### config.mk
export PLATFORM = sky130hd
export DESIGN_NAME = uart_rx_frame
export DESIGN_NICKNAME = d
export VERILOG_FILES = /design/src/rtl/uart_rx_frame.sv
export SDC_FILE = /design/constraint.sdc
export NUM_CORES = 1
export LEC_CHECK = 0
export CELL_PAD_IN_SITES_DETAIL_PLACEMENT = 1
export CELL_PAD_IN_SITES_GLOBAL_PLACEMENT = 1
export CORE_MARGIN = 1.5
export CORE_UTILIZATION = 42
export CTS_BUF_LIST = sky130_fd_sc_hd__clkbuf_4
export CTS_CLUSTER_DIAMETER = 80
export DETAILED_ROUTE_END_ITERATION = 7
export PLACE_DENSITY_LB_ADDON = 0.15
export SETUP_SLACK_MARGIN = 0.02
export SYNTH_ARGS = -nofsm -noshare
export SYNTH_HDL_FRONTEND = slang
export SYNTH_SLANG_ARGS = --single-unit
### constraint.sdc
create_clock -name Clk -period 1.75 [get_ports Clk]
set_input_delay 0.35 -clock Clk [delete_from_list [all_inputs] [get_ports Clk]]
set_output_delay 0.35 -clock Clk [all_outputs]
set_load 0.005 [all_outputs]
### src/rtl/uart_rx_frame.sv
// UART receive framer: synchronizes Rx, samples mid-bit on baud ticks, valid/ack output.
// Optional parity stage and ports enabled by defining UART_RX_PARITY_EN.
module uart_rx_frame #(
  parameter int DATA_BITS   = 8,
  parameter int SYNC_STAGES = 2
) (
  input  logic                 Clk,
  input  logic                 Rst,
  input  logic                 Rx,
  input  logic                 BaudTick,
  output logic                 BaudEn,
  output logic [DATA_BITS-1:0] RxData,
  output logic                 RxValid,
  input  logic                 RxAck,
  output logic                 FrameErr,
  output logic                 Overrun,
`ifdef UART_RX_PARITY_EN
  input  logic                 ParityOdd,
  output logic                 ParityErr,
`endif
  output logic                 Busy
);

  localparam int CW = $clog2(DATA_BITS);
  localparam logic [CW-1:0] LAST = CW'(DATA_BITS - 1);

`ifdef UART_RX_PARITY_EN
  typedef enum logic [2:0] {
    IDLE, START, DATA, PARITY, STOP
  } state_t;
`else
  typedef enum logic [1:0] {
    IDLE, START, DATA, STOP
  } state_t;
`endif

  state_t state_q, state_d;

  logic [SYNC_STAGES-1:0] sync_q, sync_d;
  logic                   rx_dly_q, rx_dly_d;
  logic [CW-1:0]          cnt_q, cnt_d;
  logic [DATA_BITS-1:0]   shift_q, shift_d;
  logic [DATA_BITS-1:0]   data_q, data_d;
  logic                   valid_q, valid_d;
  logic                   ferr_q, ferr_d;
  logic                   ovr_q, ovr_d;
  logic                   brk_q, brk_d;
  logic                   baud_en_q, baud_en_d;
`ifdef UART_RX_PARITY_EN
  logic                   perr_q, perr_d;
`endif

  logic rx_s;
  logic fall;

  assign rx_s = sync_q[SYNC_STAGES-1];
  assign fall = rx_dly_q & ~rx_s;

  always_comb begin
    sync_d    = {sync_q[SYNC_STAGES-2:0], Rx};
    rx_dly_d  = rx_s;
    state_d   = state_q;
    cnt_d     = cnt_q;
    shift_d   = shift_q;
    data_d    = data_q;
    brk_d     = brk_q;
    valid_d   = valid_q & ~RxAck;
    ferr_d    = ferr_q & ~RxAck;
    ovr_d     = ovr_q & ~RxAck;
`ifdef UART_RX_PARITY_EN
    perr_d    = perr_q & ~RxAck;
`endif
    unique case (state_q)
      IDLE: begin
        // After a framing error, wait for the line to recover before arming
        if (brk_q) begin
          brk_d = ~rx_s;
        end else if (fall) begin
          state_d = START;
        end
      end
      START: begin
        if (BaudTick) begin
          cnt_d   = '0;
          state_d = rx_s ? IDLE : DATA;
        end
      end
      DATA: begin
        if (BaudTick) begin
          shift_d = {rx_s, shift_q[DATA_BITS-1:1]};
          if (cnt_q == LAST) begin
`ifdef UART_RX_PARITY_EN
            state_d = PARITY;
`else
            state_d = STOP;
`endif
          end else begin
            cnt_d = cnt_q + 1'b1;
          end
        end
      end
`ifdef UART_RX_PARITY_EN
      PARITY: begin
        if (BaudTick) begin
          if ((^shift_q ^ rx_s) != ParityOdd) perr_d = 1'b1;
          state_d = STOP;
        end
      end
`endif
      STOP: begin
        if (BaudTick) begin
          state_d = IDLE;
          if (rx_s) begin
            // A same-cycle ack frees the slot for the new byte
            if (valid_q && !RxAck) begin
              ovr_d = 1'b1;
            end else begin
              data_d  = shift_q;
              valid_d = 1'b1;
            end
          end else begin
            ferr_d = 1'b1;
            brk_d  = 1'b1;
          end
        end
      end
      default: state_d = IDLE;
    endcase
    baud_en_d = (state_d != IDLE);
  end

  always_ff @(posedge Clk) begin
    if (Rst) begin
      state_q   <= IDLE;
      sync_q    <= '1;
      rx_dly_q  <= 1'b1;
      cnt_q     <= '0;
      shift_q   <= '0;
      data_q    <= '0;
      valid_q   <= 1'b0;
      ferr_q    <= 1'b0;
      ovr_q     <= 1'b0;
      brk_q     <= 1'b0;
      baud_en_q <= 1'b0;
`ifdef UART_RX_PARITY_EN
      perr_q    <= 1'b0;
`endif
    end else begin
      state_q   <= state_d;
      sync_q    <= sync_d;
      rx_dly_q  <= rx_dly_d;
      cnt_q     <= cnt_d;
      shift_q   <= shift_d;
      data_q    <= data_d;
      valid_q   <= valid_d;
      ferr_q    <= ferr_d;
      ovr_q     <= ovr_d;
      brk_q     <= brk_d;
      baud_en_q <= baud_en_d;
`ifdef UART_RX_PARITY_EN
      perr_q    <= perr_d;
`endif
    end
  end

  assign BaudEn   = baud_en_q;
  assign RxData   = data_q;
  assign RxValid  = valid_q;
  assign FrameErr = ferr_q;
  assign Overrun  = ovr_q;
  assign Busy     = (state_q != IDLE);
`ifdef UART_RX_PARITY_EN
  assign ParityErr = perr_q;
`endif

endmodule

==> results.tsv <==
stage	metric	value	unit
clocking	CTS root buffer	clkbuf_4	
clocking	H-tree levels	2	
layout	layout cells sized above 1	16.3	%
yosys	sequential cell area fraction in the yosys report	51.1	%
route	DR WL/cell	14.6	um
yosys	post-synth net total	123	
worst_setup_path	Worst Setup End Kind	output pin	
sta	Max Clk Rate	644	MHz
layout	most common cell after layout, fill and taps aside	dfxtp_1	
status	status	finished, final reports clean	
floorplanning	initial core utilization	45.0	%
route	via density per instance	5.44	
sta	RSZ-0062 raised after global routing	no	
clocking	CTS tree	yes	
clocking	CTS sink count	29	
worst_setup_path	Startpoint Class	flop	
layout	most frequent cells in the layout	dfxtp_1, clkdlybuf4s50_1, a21oi_1	
yosys	Yosys reg bits	29	
sta	post-layout worst setup margin	197	ps
route	DR DRC count	0	
clocking	Resize count post-CTS	1	
floorplanning	I/O pins	18	
clocking	Clock Latency Late Sink	310	ps
yosys	area leader, netlist	dfxtp_1	
worst_setup_path	worst path cell trace	clkdlybuf4s50_1	
floorplanning	Die Width	55.0	um
sta	worst hold slack	424	ps
clocking	clk buf depth	2	
sta	Slew Limit Fails	0	
layout	synthesis-to-finish area growth	23.9	%
yosys	top post-synthesis cells by area	dfxtp_1, mux2i_1, a21oi_1	
clocking	setup repair bufs after CTS	0	
clocking	Worst-path clk slew	90	ps
yosys	Post-Syn Instances	116	
sta	Hold Fails Final Rpt	0	
route	1st-iter DRT viols	11	
sta	clk_skew	3.42	ps
worst_setup_path	crit path kind	reg -> out	
worst_setup_path	WP buf/inv	1	
worst_setup_path	Worst Path Max Fanout	4	
worst_setup_path	CP max-delay cell	clkdlybuf4s50_1	
layout	multi-input logic area	497	um^2
layout	# fillers	298	
sta	Final min period	1550	ps
global_route	GRT Overall Usage	19.6	%
placed_design	I/O Buffers	17	
placed_design	GPL Wtd Cong	0.732	
run	Max-Cap Viols	0	
yosys	count of different cell masters after synthesis	29	
hold_path	Hold Crit Start	sync_q[0]	
placed_design	worst setup slack after placement	0.660	ps
route	Detail Route Antenna Nets	0	
global_route	initial antenna violation count	0	
yosys	area share of the largest cell type after synthesis	51.1	%
clocking	Num CTS Buffers	5	
pwr	cell area power density	773	nW/um^2
route	via count	931	
floorplanning	die area	3030	um^2
route	total wire length	2490	um
yosys	Yosys warning count	0	
clocking	hold_buf cts	0	
floorplanning	core area	2520	um^2
sta	final setup violation count	0	
worst_setup_path	reg2reg start	cnt_q[0]	
layout	fin nets	148	
sta	Slew Limit Headroom	76.4	%
floorplanning	height of the die	55.0	um
layout	Antenna Cells	0	
worst_setup_path	Critical Path AT	1200	ps
worst_setup_path	family with the most delay on the worst path	buffers and inverters	
pwr	worst vdd ir	0.555	mV
yosys	syn avg cell area	9.79	um^2
global_route	vias in the first global route	942	
global_route	Congestion Overflow GR	0	
route	router iterations before antenna repair	4	
layout	Reg area	581	um^2
worst_setup_path	CP peak stage delay	520	ps
sta	setup TNS	0	ps
worst_setup_path	Req. time, crit path	1400	ps
global_route	largest net degree at the start of global routing	14	
worst_setup_path	Critical Path Source	RxValid	
placed_design	post-DP HPWL	1800	um
hold_path	Min-Delay Path Class	reg -> reg	
yosys	mapped cell area	1140	um^2
sta	Worst-Margin Slew	352	ps
sta	Final Cycle Share	88.7	%
global_route	first-pass GRT wire length	4140	um
pwr	Leak	0.589	nW
floorplanning	Rows	18	
final timing paths:
| path | end | depth (start not counted) | slack [ps] |
|---|---|---|---|
| worst min register to register | sync_q[1] | 1 | 420 |
| worst max-delay path | RxValid | 1 | 200 |
| worst max register to register | cnt_q[1] | 5 | 280 |
| worst min-delay path | sync_q[1] | 1 | 420 |
layer usage:
metal	routed length [um]	vias up	GRT usage, %
met5	0	-	0
met4	31	0	7.32
met3	79	4	5.65
met2	1220	16	33.1
met1	1160	451	23.5
li1	-	460	-
flip-flops by register name, summed over array words and instances, names as in the netlist:
| name | flops |
|---|---|
| cnt_q | 3 |
| brk_q | 1 |
| RxValid | 1 |
| FrameErr | 1 |
| state_q | 2 |
| BaudEn | 1 |
| sync_q | 2 |
| shift_q | 8 |
| RxData | 8 |
| rx_dly_q | 1 |
| Overrun | 1 |
where the power goes:
group          switching (mW)  internal [mW]
logic                  0.0256         0.0248
clock network           0.211          0.161
registers             0.00236          0.664
cell type report:
cell class / count / area share [%]
clock buffers: 6 / 3.20
clock inverters: 1 / 0.267
inverters: 2 / 0.533
multi-input cells: 77 / 35.3
flip-flops and latches: 29 / 41.2
well taps: 30 / 2.67
repair buffers: 26 / 16.8
kinds of logic after synthesis:
group / Yosys count / share of synthesized area [%]
flip-flops: 29 / 51.1
multiplexers: 9 / 7.93
AO/OA/AOI/OAI: 27 / 13.5
AND/OR/NAND/NOR: 39 / 20.0
buffers and inverters: 10 / 5.18
adder cells (fa/ha/maj): 2 / 2.20
cells in the mapped netlist:
cell	count
inv_1	2
a32o_1	2
nand3b_1	1
clkbuf_1	2
nor2_1	10
buf_2	2
a31o_2	1
a31oi_1	1
nor3b_2	1
o21ai_1	1
buf_4	3
nor3_2	2
nor4_2	1
buf_6	1
nand4b_1	1
nand4_1	2
a41oi_1	1
mux2i_1	9
o21ai_0	9
dfxtp_1	29
nand2b_1	3
nor2b_1	2
nand2_1	3
and4_1	1
nor4_1	1
or2_2	3
nand3_1	8
ha_1	2
a21oi_1	12
per-stage QoR:
step / instance area (um^2) / instances / total power, mW / util, %
2_1_floorplan: 1140 / 116 / 0.706 / -
3_3_place_gp: 1360 / 164 / 0.731 / 53.9
3_5_place_dp: 1360 / 164 / 0.733 / 53.9
4_1_cts: 1410 / 171 / 1.10 / 55.8
5_1_grt: 1410 / 171 / 1.14 / 55.8
6_report: 1410 / 171 / 1.09 / 55.8
(Power assumes the default switching activity.)
==> edit (same settings) <==
Build with the macro `UART_RX_PARITY_EN` defined.
--- a/src/rtl/uart_rx_frame.sv
+++ b/src/rtl/uart_rx_frame.sv
@@ -1,5 +1,7 @@
 // UART receive framer: synchronizes Rx, samples mid-bit on baud ticks, valid/ack output.
 // Optional parity stage and ports enabled by defining UART_RX_PARITY_EN.
+`define UART_RX_PARITY_EN
+
 module uart_rx_frame #(
   parameter int DATA_BITS   = 8,
   parameter int SYNC_STAGES = 2
Ports: changed (added ParityErr and ParityOdd); port bits go from 18 to 20. No check against the original RTL was run, so the function may have changed too.
==> edit against the unedited design <==
Clock power grew 43%; total power up 21%; count of clock-buffer cells in the layout fell by 1; die area grew 17%; register-to-register slack lost 0.20 ns; utilization rose by 1.2 points; setup slack worse by 0.13 ns; non-clock buffer count grew 6; first-iteration DRC count grew to 3.6 times the old value; sequential share of layout area down 5.4 points; design area up 24%; area after synthesis rose by 19%; sequential cell count grew 2; routed wire length increased by 16%; largest power group unchanged.
==> edit: results <==
metrics = {
    "run_status": {
        "status": "finished clean",
    },
    "clock_tree": {
        "cts_root_buf": "clkbuf_4",
        "worstSkewPairLatency_ns": 0.33,
        "numClockSinks": 31,
    },
    "placed_design": {
        "place_area_mm2": 0.001647,
        "dp.final_hpwl_mm": 2.245,
        "gp_congestion": 0.7892,
        "place_ws_ns": -0.1392,
        "io_buffers": 19,
        "dp.cells": 201,
    },
    "global_routing": {
        "grt_pass1_vias": 1109,
        "grtUsageTotal_pct": 19.58,
        "grt_pass1_wl_mm": 5.009,
    },
    "final_layout": {
        "non_clock_inverter_count": 0,
        "layout.nets": 173,
        "seq-cell-share_pct": 35.80,
        "multi_input_area_um2": 686.9,
        "nClkBuffers": 5,
        "layout-drive-gt1-share_pct": 20.48,
        "layout.cells.non_filler": 210,
        "n_fill_cell": 365,
        "n_all_buffers": 32,
        "clock_area_share_pct": 4.385,
        "fin_util_pct": 57.01,
        "area_delta_synth_final_pct": 29.28,
        "comb.multi_input.count": 95,
        "buf_share_pct": 17.18,
    },
    "detailed_routing": {
        "drt_iter0_drc": 40,
        "wirelength_mm": 2.894,
        "vias_per_cell": 4.948,
    },
    "critical_path": {
        "worstPathArrival_ns": 1.33,
        "rrSetupSlack_ns": 0.08,
        "setup.worst_path.start": "state_q[1]$_SDFF_PP0_",
        "slowest_delay_ns": 0.39,
        "cp-endpoint": "Busy",
        "cpMaxStageDelayCell": "or3_4",
        "reg2regPathDepth": 6,
        "critPathMaxFanout": 3,
        "crit-reg2reg-capture": "cnt_q[0]$_SDFFE_PP0P_",
        "crit_family": "simple AND/OR/NAND/NOR gates",
    },
    "logic_synthesis": {
        "synthTopCellsByCount": "dfxtp_1 (31), nor2_1 (18), mux2i_1 (17)",
        "synth.avg_cell_area_um2": 9.973,
        "synthTopCellsByArea": "dfxtp_1 (46%), mux2i_1 (13%), nor2_1 (5.0%)",
        "syn_nets": 143,
        "synth_cell_types": 34,
        "synth_ff_type": "dfxtp_1",
    },
    "timing": {
        "fmax_ghz": 0.5953,
        "holdWs_ns": 0.4208,
        "skew_ns": 0.01104,
        "slew_headroom_pct": 70.16,
    },
    "pwr": {
        "powerDensity_mw_per_mm2": 756.9,
        "p_leak_nw": 0.6917,
        "vdd.ir_drop.worst_mv": 0.4014,
    },
    "worst_hold_path": {
        "hp-start": "sync_q[0]$_SDFF_PP1_",
    },
}
==> edit: power breakdown <==
group / internal [mW] / switching (mW) / total, mW
sequential: 0.710 / 0.00304 / 0.713
clock: 0.294 / 0.240 / 0.533
combinational: 0.0385 / 0.0328 / 0.0714
==> edit: routing by layer <==
layer | track usage [%] | routed length, µm | up-vias
met3 | 6.987 | 110 | 7
met4 | 6.667 | 64 | 0
li1 | - | - | 522
met5 | 0 | 0 | -
met1 | 21.82 | 1184 | 496
met2 | 34.38 | 1535 | 14
==> edit: cell families after synthesis <==
group	synth area share, %
simple gates	22.58
mux	12.64
compound gates	7.714
flops	46.10
buf+inv	3.531
xor+xnor	5.576
fa+ha+maj	1.858
==> edit: what timing repair did <==
item                                    in CTS  in global routing
gates resized for setup                      2                  4
endpoints found under the setup margin       2                  2
hold buffers                                 0                  0
pin swaps                                    1                  1
setup buffers                                1                  0
